### config.mk
export PLATFORM = sky130hd
export DESIGN_NAME = imem_loader
export DESIGN_NICKNAME = d
export VERILOG_FILES = /design/src/rtl/imem_loader.sv
export SDC_FILE = /design/constraint.sdc
export NUM_CORES = 1
export LEC_CHECK = 0
export CAP_MARGIN = 20
export CORE_MARGIN = 3
export CORE_UTILIZATION = 45
export CTS_CLUSTER_DIAMETER = 80
export CTS_CLUSTER_SIZE = 24
export DETAILED_ROUTE_END_ITERATION = 10
export DONT_BUFFER_PORTS = 1
export RECOVER_POWER = 50
export SYNTH_ARGS = -nofsm -noshare
export SYNTH_HDL_FRONTEND = slang
export SYNTH_SLANG_ARGS = --single-unit
### constraint.sdc
create_clock -name clk_i -period 1.89 [get_ports clk_i]
set_input_delay 0.0945 -clock clk_i [delete_from_list [all_inputs] [get_ports clk_i]]
set_output_delay 0.0945 -clock clk_i [all_outputs]
set_load 0.03 [all_outputs]
### src/rtl/imem_loader.sv
`default_nettype none
// ============================================================================
// Module   : imem_loader
// Brief    : Byte-stream instruction-memory loader. Assembles big-endian
//            32-bit words, writes consecutive addresses and holds the core
//            in reset until the whole program image has been written.
// Revision : 1.0 - initial release
// ============================================================================
module imem_loader #(
    parameter int ADDR_W = 6
) (
    input  logic              clk_i,
    input  logic              rst_i,
    input  logic              start_i,
    input  logic [ADDR_W:0]   len_i,
    input  logic              byte_valid_i,
    input  logic [7:0]        byte_i8,
    output logic              byte_ready_o,
    output logic              imem_we_o,
    output logic [ADDR_W-1:0] imem_waddr_o,
    output logic [31:0]       imem_wdata_o32,
    output logic              cpu_rst_o,
    output logic              busy_o,
    output logic              done_o
);

    localparam logic [1:0] c_IDLE  = 2'd0;
    localparam logic [1:0] c_RECV  = 2'd1;
    localparam logic [1:0] c_WRITE = 2'd2;
    localparam logic [1:0] c_DONE  = 2'd3;

    localparam logic [ADDR_W:0] c_MAX_LEN = {1'b1, {ADDR_W{1'b0}}};

    logic [1:0]      r_state;
    logic [ADDR_W:0] r_len;
    logic [ADDR_W:0] r_wcnt;
    logic [1:0]      r_bcnt;
    logic [31:0]     r_word;
    logic            r_cpu_rst;

    logic [ADDR_W:0] w_len_clamped;
    logic [ADDR_W:0] w_wcnt_inc;

    // Lengths beyond the memory depth are clamped so addresses never wrap.
    assign w_len_clamped = (len_i > c_MAX_LEN) ? c_MAX_LEN : len_i;
    assign w_wcnt_inc    = r_wcnt + 1'b1;

    always_ff @(posedge clk_i) begin
        if (rst_i) begin
            r_state   <= c_IDLE;
            r_len     <= '0;
            r_wcnt    <= '0;
            r_bcnt    <= '0;
            r_word    <= '0;
            r_cpu_rst <= 1'b1;
        end else begin
            case (r_state)
                c_IDLE: begin
                    if (start_i) begin
                        r_len  <= w_len_clamped;
                        r_wcnt <= '0;
                        r_bcnt <= '0;
                        if (len_i == '0) begin
                            r_state   <= c_DONE;
                            r_cpu_rst <= 1'b0;
                        end else begin
                            r_state   <= c_RECV;
                            r_cpu_rst <= 1'b1;
                        end
                    end
                end
                c_RECV: begin
                    if (byte_valid_i) begin
                        r_word <= {r_word[23:0], byte_i8};
                        r_bcnt <= r_bcnt + 2'd1;
                        if (r_bcnt == 2'd3) begin
                            r_state <= c_WRITE;
                        end
                    end
                end
                c_WRITE: begin
                    r_wcnt <= w_wcnt_inc;
                    r_bcnt <= '0;
                    if (w_wcnt_inc == r_len) begin
                        r_state   <= c_DONE;
                        r_cpu_rst <= 1'b0;
                    end else begin
                        r_state <= c_RECV;
                    end
                end
                default: begin
                    r_state <= c_IDLE;
                end
            endcase
        end
    end

    // All outputs decode from registered state only; no input-to-output path.
    assign byte_ready_o   = (r_state == c_RECV);
    assign imem_we_o      = (r_state == c_WRITE);
    assign busy_o         = (r_state == c_RECV) || (r_state == c_WRITE);
    assign done_o         = (r_state == c_DONE);
    assign cpu_rst_o      = r_cpu_rst;
    assign imem_waddr_o   = r_wcnt[ADDR_W-1:0];
    assign imem_wdata_o32 = r_word;

endmodule
`default_nettype wire

==> metrics.json <==
{
  "status": {
    "outcome": "completed"
  },
  "critical_path": {
    "worst-setup-path-type": "flop to flop",
    "critical_path_arrival_ns": 1.98,
    "crit_path_max_fanout": 7,
    "max_stage_delay_ns": 0.39,
    "slowest_stage": "dfxtp_1",
    "critical_path.cell_chain": "inv_1 -> ha_1 -> nand2b_1 -> o21ai_0 -> nor3_1 -> nand3_1 -> o21ai_1",
    "crit_path_required_time_ns": 2.13,
    "start_kind": "flop",
    "crit_path_end_kind": "flop"
  },
  "placed_design": {
    "placed_area_um2": 2310,
    "io_buffer_count": 0,
    "gp_congestion": 0.811,
    "dp_hpwl_mm": 3.34
  },
  "flow_run": {
    "maxCapViolations": 0
  },
  "global_routing": {
    "grt.total_usage_pct": 17.1,
    "grt_pass1_wl_mm": 8.22,
    "antenna_violations_before_repair": 0,
    "grt_start_max_net_pins": 53,
    "grt_remaining_overflow": 0,
    "number_of_global_route_vias_before_repair": 1720
  },
  "timing": {
    "fin_crit_sh_pct": 92.2,
    "clock-skew-final_ns": 0.00427,
    "holdWs_ns": 0.0118,
    "final_number_of_max_transition_violations": 0,
    "grt_setup_unrepaired": "no",
    "timing.slew.headroom_pct": 69.0,
    "maxClockFrequency_mhz": 574,
    "finalSetupViolations": 0,
    "final.setup.tns_ns": 0,
    "final_hold_viol_count": 0,
    "timing.final.crit_period_ns": 1.74,
    "tightestPinTransition_ns": 0.464
  },
  "clock_tree": {
    "clockRootBuffer": "clkbuf_8",
    "clk-insertion-delay-late_ns": 0.30,
    "cts_post_setup_buffers_inserted": 0,
    "cts.reportedPaths.clkPinSlew_ns": 0.09,
    "tritoncts": "built",
    "clock_sink_count": 51,
    "htreeDepth": 2,
    "clk_path_buf_depth": 2,
    "cts-buffers-inserted": 5
  },
  "cells_and_area": {
    "regArea_um2": 1020,
    "area_growth_pct": 11.1,
    "postLayoutCellArea_um2": 2510,
    "post_route_cells_drive_above_1_share_pct": 7.69,
    "insertedDiodeCount": 0,
    "multi_input_area_um2": 1100,
    "nets_final": 310,
    "filler_cell_count": 483
  },
  "drt": {
    "routed_wl_mm": 5.00,
    "detailedRoute.firstPassIterationCount": 4,
    "dr_total_vias": 1832,
    "detailedRoute.firstIterationViolations": 107,
    "drc_errors": 0,
    "avgRoutedWirePerCell_um": 14.2,
    "route.detailed.vias_per_inst": 5.19,
    "antenna_violating_nets_post_route": 0
  },
  "yosys": {
    "synthTopCellsByCount": "nand2_1, dfxtp_1, a21oi_1",
    "synth_area_per_cell_um2": 8.12,
    "ys_warn_count": 0,
    "synthMostInstantiatedCell": "nand2_1",
    "most_common_flop_cell_mapped_by_yosys": "dfxtp_1",
    "ys_ff_latch": 51,
    "yosys.area.top_type": "dfxtp_1",
    "cell_types_occupying_the_most_area_after_synthesis": "dfxtp_1, nand2_1, a21oi_1",
    "portion_of_the_post_synthesis_area_used_by_sequential_elements_pct": 45.2,
    "combined_area_of_all_synthesized_cells_um2": 2260,
    "synth.lib_cells_used.distinct": 39,
    "syn-instance-count": 278,
    "synthesis.nets": 303,
    "share_of_yosys_cell_area_claimed_by_the_top_area_cell_type_pct": 45.2,
    "synth_enable_flop_cells": 0,
    "synth-async-reset-ratio_pct": 0
  },
  "die": {
    "core.rowCount": 25,
    "die-height_um": 76.8,
    "starting_utilization_of_the_core_area_pct": 47.2,
    "horiz_die_dim_um": 76.8,
    "fp.dieArea_um2": 5900,
    "core-area_um2": 4790,
    "floorplan.io_pins": 62
  },
  "power_and_ir_drop": {
    "seq_power_share_pct": 49.0,
    "clock_power_share_pct": 24.5,
    "p_per_area_nw_per_um2": 1050,
    "vdd_drop_max_mv": 0.635,
    "total_leakage_power_uw": 0.000895,
    "net-switching-power_uw": 949,
    "combPwrFrac_pct": 26.4,
    "switching_share_pct": 36.1,
    "internal-power_uw": 1680
  },
  "worst_hold_path": {
    "hold_path_class": "primary input to flop"
  }
}
-- placed cells by master (no fill, tap or decap), drive strengths merged --
cell type	instances
nand2	70
dfxtp	51
a21oi	43
nor2	22
clkbuf	14
dlygate4sd3	10
xnor2	7
nand3	6
nor3b	6
ha	6
nor3	5
a22oi	5
buf	5
o21ai	5
inv	4
xor2	3
a32oi	3
mux2	3
a21o	3
and2	2
nor4	2
and3	1
nand2b	1
a21bo	1
nand3b	1
or4	1
nor2b	1
nand4	1
o31ai	1
a31o	1
mux2i	1
clkinv	1
-- state kept, by name, summed over array words and instances, names as in the netlist --
signal	count
r_state	2
imem_wdata_o32	32
cpu_rst_o	1
r_len	7
r_bcnt	2
r_wcnt	7
-- cell type report --
cell class                      count  share of cell area (%)
Sequential cell                    51                    40.7
Multi-Input combinational cell    201                    43.9
Tap cell                           67                    3.34
Clock inverter                      1                   0.349
Inverter                            4                   0.599
Clock buffer                        7                    3.44
Timing Repair Buffer               22                    7.68
-- kinds of logic after synthesis --
group	Yosys count	synth area share, %
AND/OR/NAND/NOR	119	23.4
AO/OA/AOI/OAI	62	15.9
flip-flops	51	45.2
buffers and inverters	26	6.15
XOR/XNOR	10	3.88
adder cells (fa/ha/maj)	6	3.33
multiplexers	4	2.11
-- power groups by stage --
stage	Combinational [uW]	Clock, uW	Sequential (uW)
2_1_floorplan	518	0	1300
3_3_place_gp	655	0	1310
6_report	695	645	1290
5_1_grt	771	711	1300
3_5_place_dp	660	0	1320
4_1_cts	707	675	1290
-- repair_timing --
| action | CTS | global route |
|---|---|---|
| setup endpoints to repair | 0 | 2 |
| hold buffers | 11 | 0 |
| resized for setup | 0 | 1 |
| hold endpoints to repair | 51 | 0 |
-- worst max-delay path, delay by kind of cell (launching register included) --
| kind | cells | cell delay, ns |
|---|---|---|
| buffers and inverters | 1 | 0.08 |
| AOI/OAI and AO/OA | 2 | 0.36 |
| DFF | 1 | 0.39 |
| adders and majority gates | 1 | 0.29 |
| and+or+nand+nor | 3 | 0.56 |
-- routing by layer --
layer	up-vias	GRT usage, %	part of all wire, %
met5	-	0	0
met4	0	4.89	1.0
met3	5	6.57	7.6
met2	51	25.3	43
met1	834	23.1	49
li1	942	-	-
-- per-stage QoR --
| step | cells | total power (uW) | worst slack, ns | util, % |
|---|---|---|---|---|
| floorplan | 278 | 1820 | 0.198 | - |
| global placement | 334 | 1970 | 0.185 | 48.3 |
| detailed placement | 334 | 1980 | 0.129 | 48.3 |
| CTS | 353 | 2670 | 0.0643 | 52.8 |
| global route | 353 | 2780 | 0.0349 | 52.4 |
| finish | 353 | 2630 | 0.148 | 52.4 |
-- final timing paths --
check                                from                       to  slack, ns  depth (start not counted)
setup / recovery  r_state[0]$_SDFFE_PP0P_  r_state[1]$_SDFFE_PP0P_       0.15                          7
hold reg to reg     r_len[6]$_SDFFE_PP0P_    r_len[6]$_SDFFE_PP0P_       0.48                          2
hold / removal                   len_i[6]    r_len[0]$_SDFFE_PP0P_       0.01                          3
setup reg to reg  r_state[0]$_SDFFE_PP0P_  r_state[1]$_SDFFE_PP0P_       0.15                          7
Note: power is estimated with default switching activity, not from simulation.
